==> src/rtl/uart_pkg.sv <==
// uart_pkg: state encoding and frame defaults shared by the UART receiver and transmitter
package uart_pkg;
    localparam logic [1:0] IDLE  = 2'b00;
    localparam logic [1:0] START = 2'b01;
    localparam logic [1:0] DATA  = 2'b10;
    localparam logic [1:0] STOP  = 2'b11;
    localparam int DBITS_DEF   = 8;
    localparam int SB_TICK_DEF = 16;
endpackage

==> src/rtl/rx_synchronizer.sv <==
// rx_synchronizer: 2-FF synchronizer for the serial line, resets to idle-high
module rx_synchronizer (
    input  logic clk_100MHz,
    input  logic reset,
    input  logic d,
    output logic q
);
    logic meta;
    // two-stage shift; both stages start at 1 so reset never looks like a start edge
    always_ff @(posedge clk_100MHz or posedge reset)
        if (reset) {q, meta} <= 2'b11;
        else       {q, meta} <= {meta, d};
endmodule

==> src/rtl/uart_receiver.sv <==
// uart_receiver: 16x-oversampled UART receiver, mid-bit sampling, byte + ready/framing pulses
module uart_receiver import uart_pkg::*; #(
    parameter int DBITS   = DBITS_DEF,
    parameter int SB_TICK = SB_TICK_DEF
) (
    input  logic             clk_100MHz,
    input  logic             reset,
    input  logic             rx,
    input  logic             sample_tick,
    output logic [DBITS-1:0] data_out,
    output logic             data_ready,
    output logic             framing_error
);
    logic             rx_s, rx_s_d;
    logic [1:0]       state, state_n;
    logic [4:0]       s_cnt, s_n;
    logic [2:0]       n_cnt, n_n;
    logic [DBITS-1:0] shift, shift_n, dout_n;
    logic             rdy_n, fe_n;

    rx_synchronizer u_sync (
        .clk_100MHz(clk_100MHz),
        .reset     (reset),
        .d         (rx),
        .q         (rx_s)
    );

    // next-state: edge detect in IDLE runs every clock, everything else only on ticks
    always_comb begin
        state_n = state;
        s_n     = s_cnt;
        n_n     = n_cnt;
        shift_n = shift;
        dout_n  = data_out;
        rdy_n   = 1'b0;
        fe_n    = 1'b0;
        case (state)
            IDLE:
                if (rx_s_d && !rx_s) begin
                    s_n     = '0;
                    state_n = START;
                end
            START:
                if (sample_tick) begin
                    if (s_cnt == 5'd7) begin
                        if (!rx_s) begin
                            s_n     = '0;
                            n_n     = '0;
                            state_n = DATA;
                        end else state_n = IDLE;
                    end else s_n = s_cnt + 5'd1;
                end
            DATA:
                if (sample_tick) begin
                    if (s_cnt == 5'd15) begin
                        s_n     = '0;
                        shift_n = {rx_s, shift[DBITS-1:1]};
                        if (n_cnt == 3'(DBITS - 1)) state_n = STOP;
                        else n_n = n_cnt + 3'd1;
                    end else s_n = s_cnt + 5'd1;
                end
            default:
                if (sample_tick) begin
                    if (s_cnt == 5'(SB_TICK - 1)) begin
                        dout_n  = shift;
                        rdy_n   = 1'b1;
                        fe_n    = !rx_s;
                        state_n = IDLE;
                    end else s_n = s_cnt + 5'd1;
                end
        endcase
    end

    // all receiver state in one register bank; async reset aborts any frame silently
    always_ff @(posedge clk_100MHz or posedge reset)
        if (reset) begin
            state         <= IDLE;
            s_cnt         <= '0;
            n_cnt         <= '0;
            shift         <= '0;
            data_out      <= '0;
            data_ready    <= 1'b0;
            framing_error <= 1'b0;
            rx_s_d        <= 1'b1;
        end else begin
            state         <= state_n;
            s_cnt         <= s_n;
            n_cnt         <= n_n;
            shift         <= shift_n;
            data_out      <= dout_n;
            data_ready    <= rdy_n;
            framing_error <= fe_n;
            rx_s_d        <= rx_s;
        end
endmodule

==> config.mk <==
export PLATFORM = sky130hd
export DESIGN_NAME = uart_receiver
export DESIGN_NICKNAME = d
export VERILOG_FILES = /design/src/rtl/uart_pkg.sv /design/src/rtl/rx_synchronizer.sv /design/src/rtl/uart_receiver.sv
export SDC_FILE = /design/constraint.sdc
export NUM_CORES = 1
export LEC_CHECK = 0
export CORE_AREA = 2 2 75 55
export DETAILED_ROUTE_END_ITERATION = 10
export DIE_AREA = 0 0 77 57
export PLACE_DENSITY = 0.59
export SYNTH_ARGS = -nofsm -noshare
export SYNTH_HDL_FRONTEND = slang
export SYNTH_SLANG_ARGS = --single-unit
==> constraint.sdc <==
create_clock -name clk_100MHz -period 2 [get_ports clk_100MHz]
set_input_delay 0.2 -clock clk_100MHz [delete_from_list [all_inputs] [get_ports clk_100MHz]]
set_output_delay 0.2 -clock clk_100MHz [all_outputs]
set_load 0.01 [all_outputs]
==> After elaboration in Yosys (flattened, before gate mapping) <==
Cells that the tools add are included.
{ "totals": {"input_bits": 4, "output_inout_bits": 10, "register_bits": 31} }
{ "op_classes": {"muxes": 32, "n_eq_ne": 15, "n_reduce_logical": 12, "bitwise": 1, "addsub": 2} }
{ "ops": {"columns": ["operator", "count"], "rows": [
  ["two-way mux 5 bit", 8],
  ["two-way mux 2 bit", 9],
  ["two-way mux 3 bit", 6],
  ["!= test 2 bit, second input constant", 8],
  ["one-hot mux 5 bit (3 select lines)", 1],
  ["AND reduction 8 bit", 1],
  ["AND reduction 7 bit", 1],
  ["two-way mux 1 bit", 6],
  ["one-hot mux 2 bit (3 select lines)", 1],
  ["one-hot mux 3 bit (2 select lines)", 1],
  ["AND reduction 3 bit", 2],
  ["AND reduction 6 bit", 1],
  ["adder 5 x 1 -> 5 bit, second input constant", 1],
  ["equality test 5 x 3 -> 1 bit, second input constant", 1],
  ["equality test 5 x 4 -> 1 bit, second input constant", 1],
  ["!= test 4 x 1 -> 1 bit, second input constant", 1],
  ["nonzero test 2 bit", 2],
  ["adder 3 x 1 -> 3 bit, second input constant", 1],
  ["equality test 3 bit, second input constant", 1],
  ["!= test 3 bit, second input constant", 1],
  ["nonzero test 3 bit", 1],
  ["OR reduction 3 bit", 1],
  ["equality test 2 x 1 -> 1 bit, second input constant", 1],
  ["equality test 2 bit, second input constant", 1],
  ["4 further kinds", 4]
]} }

==> Depth between registers and ports, before layout <==
Gate-level depths: netlist of the first run.
{ "logic_depth": {"depth_word": 5, "depth_mapped": 9} }

==> Hierarchy <==
Synthesis of the first run repeated with hierarchy kept, for this count alone.
{ "unflattened": {"hier_cells": 119, "hier_area_um2": 1446.4} }
{ "by_module_without_submodules": {"columns": ["module", "n_inst", "cells_each", "area_each_um2"], "rows": [
  ["uart_receiver", 1, 116, 1390.1],
  ["rx_synchronizer", 1, 3, 56.3]
]} }

==> Least setup slack after synthesis of the first run <==
Ideal clock, no wire load.
{ "synth_path": {"path_kind": "reg2reg", "start": "reg s_cnt[0]", "end": "reg n_cnt[0]", "t_required_ps": 1875, "t_arrival_ps": 1839, "stages_incl_launch_ff": 9, "period_less_slack_ps": 1964, "setup_ps": 125, "n_path_buf": 1, "slack_ps": 36, "path_cell_list": "dfrtp_1 > ha_1 > nand3_1 > inv_1 > ha_1 > clkbuf_1 > nand3_1 > o32ai_2 > mux2_2"} }
{ "synth_between": {"elab_chain_cells": 3} }
{ "synth_lines": {"columns": ["element", "line_no", "text"], "rows": [
  ["start: declaration", "uart_receiver.sv:16", "logic [4:0] s_cnt, s_n;"],
  ["start signal: assignment", "uart_receiver.sv:87", "s_cnt <= s_n;"],
  ["equality test 5 x 4 -> 1 bit / equality test 5 x 3 -> 1 bit (equally long branches)", "uart_receiver.sv:55, uart_receiver.sv:45", null],
  ["!= test 2 bit (no source line)", null, null],
  ["AND reduction 7 bit (no source line) (*)", null, null],
  ["end signal: assignment", "uart_receiver.sv:88", "n_cnt <= n_n;"],
  ["end: declaration", "uart_receiver.sv:17", "logic [2:0] n_cnt, n_n;"]
]} }
Every way passes the cells marked *; elsewhere a longest branch is shown, timed or not.
A chain may end at the register's enable or synchronous reset.

==> Worst setup path after layout of the first run <==
{ "layout_path": {"start": "reg s_cnt[1]", "end": "reg n_cnt[0]"} }
The elaborated chain is that of the path after synthesis.

==> impl_metrics.ini, run 1 <==
[global_routing]
grt_overflow = 0
top_usage_layer = met2
grt_pass1_wl_mm = 4.26
grt.total_usage_pct = 12.8
grt_max_degree = 32
grt_antenna_before_repair = 0
grt_util_met2_pct = 18.5
grt_use_met3_pct = 4.75
grt_pass1_vias = 870
met1_usage_pct = 17.3

[finish]
register_area_sq_um = 779
drive_gt1_share_pct = 29.1
synthToLayoutAreaGrowth_pct = 22.7
final_cell_area_sq_mm = 0.00174
final_cell_mix = 28 x dfrtp_1, 17 x mux2_2, 13 x clkdlybuf4s50_1, 8 x inv_1
n_fill_cell = 361
finalNonFillerCells = 186
diodes = 0
multi_input_area_sq_um = 603
final_nets = 143
layout_commonest_cell = dfrtp_1

[setup_path]
r2r_cells = 7
worstPathRequired_ns = 2.15
crit_path_end_kind = flop
rr_endpoint = n_cnt[0]$_DFFE_PP0P_
cp-start-kind = flop
crit_chain = ha_2 -> nand3_1 -> inv_1 -> ha_4 -> nand3_1 -> o32ai_2 -> mux2_2
reg2reg_from = s_cnt[1]$_DFFE_PP0P_
cpMostUsedCell = nand3_1
crit_fanout = 7
cp_slowest_cell = mux2_2
worstPathBufferInverterCount = 1
max_stage_delay_ns = 0.37
r2r_setup_slack_ns = 0.14
crit_family = adder cells
worstPathArrival_ns = 2.02
critPathKind = reg2reg

[place]
hpwl_mm = 1.72
dp_cells = 176
place.port_buffers = 13
gp_congestion = 0.801
dpl_cell_area_sq_mm = 0.00162

[timing]
rsz0062_at_grt = no
fmax_mhz = 536
tns_ns = 0
finalClockSkew_ns = 0.00435
worst_slew_pin_slew_ns = 0.389
finalHoldViolCount = 0
fin_crit_sh_pct = 93.2
period_needed_ns = 1.86
slew_headroom_pct = 74.1
drv_slew = 0
setup_viol = 0

[die]
die_w_um = 77
die_area_sq_mm = 0.00439
pin_count = 14
die_h_um = 57
start_util_pct = 37.7
core_area_sq_mm = 0.00376
num_rows = 19

[clocking]
htreeDepth = 2
clk_latency_ns = 0.27
cts.sinks = 31
root_buffer = clkbuf_8
clkTransAtPathRegs_ns = 0.06
cts_buffer_depth = 2
cts_tree = built
cts_buffers = 5

[routing]
wl_mm = 2.46
drtIter0Drc = 48
wire_per_inst_um = 13.2
dr.pass1.iters = 4
antenna_left = 0
vias = 893
route.detailed.drc = 0
viasPerCell = 4.80

[logic_synthesis]
synthFlopType = dfrtp_1
synth.distinct_cells = 34
synth-edff-count = 0
seq_area_frac_synth_pct = 55.1
yosys_warnings = 0
syn_nets = 122
syn_inst = 112
synth_area_sq_mm = 0.00142
syn_avg_cell_area_sq_um = 12.6
synth-seq-cells = 31
synthArstFlopShare_pct = 100

[power]
intPower_uw = 1160
vdd.ir_drop.worst_mv = 0.458
p_per_area_mw_per_mm2 = 936
switching_share_pct = 28.4
switchingPower_uw = 461
seqPwrFrac_pct = 48.1
clockPowerShare_pct = 29.9
pwr-share-comb_pct = 22.0
leakagePower_uw = 0.000814

[status]
status = finished, final reports clean

[job]
maxCapViolCount = 0

[worst_hold_path]
hold_path.class = in2async
==> final cells by class <==
cell class	count	area share (%)
timing repair buffer	18	9.65
multi-input combinational	69	34.7
clock inverter	1	0.288
tap	52	3.75
clock buffer	7	4.97
sequential	31	44.9
inverter	8	1.73
==> flip-flops by register name, indices dropped and copies added (netlist names) <==
register / cells
shift: 8
data_out: 8
n_cnt: 3
framing_error: 1
state: 2
s_cnt: 5
u_sync.q: 1
u_sync.meta: 1
rx_s_d: 1
data_ready: 1
==> kinds of logic (layout without fill, tap and decap cells) <==
kind of cell	count (synthesis)	in the layout	share of synthesized area (%)
flops	31	31	55.1
simple gates	29	29	12.4
mux	21	21	16.4
fa+ha+maj	6	6	5.30
buf+inv	12	34	3.36
compound gates	13	13	7.52
==> repair_timing <==
item,in CTS,in global routing
endpoints found under the setup margin,0,4
gates resized for setup,0,3
buffers inserted,0,2
hold buffers,0,0
==> worst min-delay path: cells and delay by family <==
| kind | cells | cell delay, ns |
|---|---|---|
| buf+inv | 3 | 0.78 |
==> through the flow <==
step / power (uW) / worst slack [ns] / util [%] / hold slack [ns]
2_1_floorplan: 1030 / 0.0364 / - / 0.204
3_3_place_gp: 1100 / 0.126 / 43.0 / 0.346
3_5_place_dp: 1110 / 0.0274 / 43.0 / 0.352
4_1_cts: 1600 / 0.0159 / 45.4 / 0.316
5_1_grt: 1750 / 0.00474 / 46.2 / 0.336
6_report: 1630 / 0.136 / 46.2 / 0.299
==> per-layer routing <==
layer | vias to the layer above | routed length [um]
met4 | 0 | 23
met2 | 14 | 1080
li1 | 436 | -
met5 | - | 0
met1 | 441 | 1240
met3 | 2 | 110
==> Yosys cell counts, types with 2 or more instances <==
master	count	area, sq um
dfrtp_1	28	701
mux2_2	17	191
inv_1	8	30.0
ha_1	6	75.1
nand2_1	6	22.5
mux2i_1	4	40.0
nor2_1	4	15.0
dfstp_2	3	78.8
nand3_1	3	15.0
nor2b_1	3	18.8
a21oi_1	2	10.0
buf_2	2	10.0
clkbuf_1	2	7.51
nand2b_1	2	12.5
nand4_1	2	12.5
o22a_1	2	17.5
==> power by group through the flow <==
stage	clock (uW)	sequential (uW)	combinational, uW
4_1_cts	505	785	313
3_5_place_dp	0	795	311
5_1_grt	544	794	409
3_3_place_gp	0	792	305
2_1_floorplan	0	758	276
6_report	485	782	358
==> worst max path at each step <==
stage	slack, ns	startpoint	cells after the start	endpoint
2_1_floorplan	0.04	s_cnt[0]$_DFFE_PP0P_	8	n_cnt[0]$_DFFE_PP0P_
3_3_place_gp	0.13	s_cnt[0]$_DFFE_PP0P_	7	n_cnt[0]$_DFFE_PP0P_
3_5_place_dp	0.03	s_cnt[0]$_DFFE_PP0P_	7	n_cnt[0]$_DFFE_PP0P_
4_1_cts	0.02	s_cnt[0]$_DFFE_PP0P_	7	n_cnt[0]$_DFFE_PP0P_
5_1_grt	0.005	s_cnt[1]$_DFFE_PP0P_	7	n_cnt[0]$_DFFE_PP0P_
6_report	0.14	s_cnt[1]$_DFFE_PP0P_	7	n_cnt[0]$_DFFE_PP0P_
(Power assumes the default switching activity.)
==> run 2: changes to the inputs <==
Settings changed: ABC_CLOCK_PERIOD_IN_PS set to 2000, PLACE_DENSITY 0.59 to 0.57, SLEW_MARGIN set to 30.
==> impl_metrics.ini, run 2 (synthesized netlist as in run 1, its figures left out) <==
[setup_path]
crit_fanout = 7
worstPathArrival_ns = 2.04
critPathKind = reg2reg
worstPathRequired_ns = 2.16
cp-start-kind = flop
crit_path_end_kind = flop

[finish]
drive_gt1_share_pct = 29.3
final_nets = 142
synthToLayoutAreaGrowth_pct = 21.7
largestRegisters = data_out (8), shift (8), s_cnt (5)
n_fill_cell = 364
diodes = 0
final_cell_mix = 28 x dfrtp_1, 17 x mux2_2, 13 x clkdlybuf4s50_1, 8 x inv_1, 6 x nand2_1
layout_commonest_cell = dfrtp_1

[global_routing]
grt_antenna_before_repair = 0
grt_overflow = 0
grt_pass1_vias = 894
grt_max_degree = 32
grt_pass1_wl_mm = 4.12
grt.total_usage_pct = 12.2

[clocking]
clk_latency_ns = 0.27
cts.sinks = 31
htreeDepth = 2
clkTransAtPathRegs_ns = 0.06
cts_tree = built
cts_buffer_depth = 2
postCtsHoldBufs = 0
root_buffer = clkbuf_8
cts_buffers = 5

[timing]
fin_crit_sh_pct = 94.1
tns_ns = 0
setup_viol = 0
rsz0062_at_grt = no
finalClockSkew_ns = 0.00432
finalHoldViolCount = 0
drv_slew = 0
period_needed_ns = 1.88
slew_headroom_pct = 75.1
fin_ws_ns = 0.118
fmax_mhz = 531
worst_slew_pin_slew_ns = 0.373

[power]
switchingPower_uw = 455
vdd.ir_drop.worst_mv = 0.469
switching_share_pct = 29.2
p_per_area_mw_per_mm2 = 904
intPower_uw = 1100
seqPwrFrac_pct = 50.4
pwr-share-comb_pct = 20.4
leakagePower_uw = 0.000808
clockPowerShare_pct = 29.1

[die]
die_h_um = 57
core_area_sq_mm = 0.00376
pin_count = 14
num_rows = 19
die_area_sq_mm = 0.00439
die_w_um = 77
start_util_pct = 37.7

[routing]
dr.pass1.iters = 4
route.detailed.drc = 0
drtIter0Drc = 43
wire_per_inst_um = 12.0
viasPerCell = 4.96
vias = 918
antenna_left = 0
wl_mm = 2.23

[worst_hold_path]
hold_path.class = in2async

[place]
place.port_buffers = 13
gp_congestion = 0.768
hpwl_mm = 1.65
place_ws_ns = 0.0271

[job]
maxCapViolCount = 0

[status]
status = finished, final reports clean
==> run 2: cell types whose count changed in the layout (fill, tap and decap cells not counted) <==
cell and delta:
clkbuf_1 -1, clkinv_2 +2, clkbuf_8 -1, buf_4 -1
==> run 2: critical path, stage by stage, from the launching register on <==
cell and delay, ns:
dfrtp_1 0.39, ha_2 0.21, nand3_1 0.12, inv_1 0.13, ha_4 0.18, nand3_1 0.09, o32ai_2 0.28, mux2_2 0.37
==> run 2: path summary, 6_finish.rpt <==
kind / cells after the start / slack (ns) / start / end
setup / recovery: 7 / 0.12 / s_cnt[0]$_DFFE_PP0P_ / n_cnt[0]$_DFFE_PP0P_
hold / removal: 3 / 0.30 / reset / data_ready$_DFF_PP0_
setup reg to reg: 7 / 0.12 / s_cnt[0]$_DFFE_PP0P_ / n_cnt[0]$_DFFE_PP0P_
hold reg to reg: 0 / 0.36 / u_sync.meta$_DFF_PP1_ / u_sync.q$_DFF_PP1_
max in group asynchronous: 3 / 1.39 / reset / u_sync.meta$_DFF_PP1_
min in group clk_100MHz: 1 / 0.33 / rx / u_sync.meta$_DFF_PP1_
==> run 2: power groups by stage <==
stage	Combinational (uW)	Clock, uW	Sequential [uW]
3_5_place_dp	311	0	793
5_1_grt	372	513	799
6_report	318	454	785
4_1_cts	311	474	784
2_1_floorplan	276	0	758
3_3_place_gp	303	0	793
==> run 2: cell type report <==
type / count / area [sq um] / share of cell area, %
multi-input combinational: 69 / 603 / 35.0
inverter: 8 / 30.0 / 1.74
sequential: 31 / 779 / 45.3
clock buffer: 5 / 68.8 / 4.00
timing repair buffer: 17 / 160 / 9.30
tap: 52 / 65.1 / 3.78
clock inverter: 3 / 15.0 / 0.872
==> run 2: timing repair <==
| action | in CTS | in global routing |
|---|---|---|
| setup endpoints to repair | 0 | 8 |
| setup buffers | 0 | 0 |
| gates resized for setup | 0 | 3 |
==> run 2: per-stage QoR <==
step / instance area (sq um) / total power, uW / utilization (%) / hold WS [ns] / instances
after global routing: 1720 / 1680 / 45.8 / 0.315 / 185
after global placement: 1620 / 1100 / 43.2 / 0.347 / 177
final: 1720 / 1560 / 45.8 / 0.298 / 185
after floorplan: 1420 / 1030 / - / 0.204 / 112
after detailed placement: 1620 / 1100 / 43.2 / 0.349 / 177
after CTS: 1710 / 1570 / 45.4 / 0.308 / 185
==> run 2: layer usage <==
layer / vias up / wire [um] / GRT usage [%]
li1: 439 / - / -
met1: 459 / 1110 / 16.7
met2: 15 / 993 / 17.5
met3: 5 / 98 / 4.27
met4: 0 / 20 / 5.36
met5: - / 0 / 0
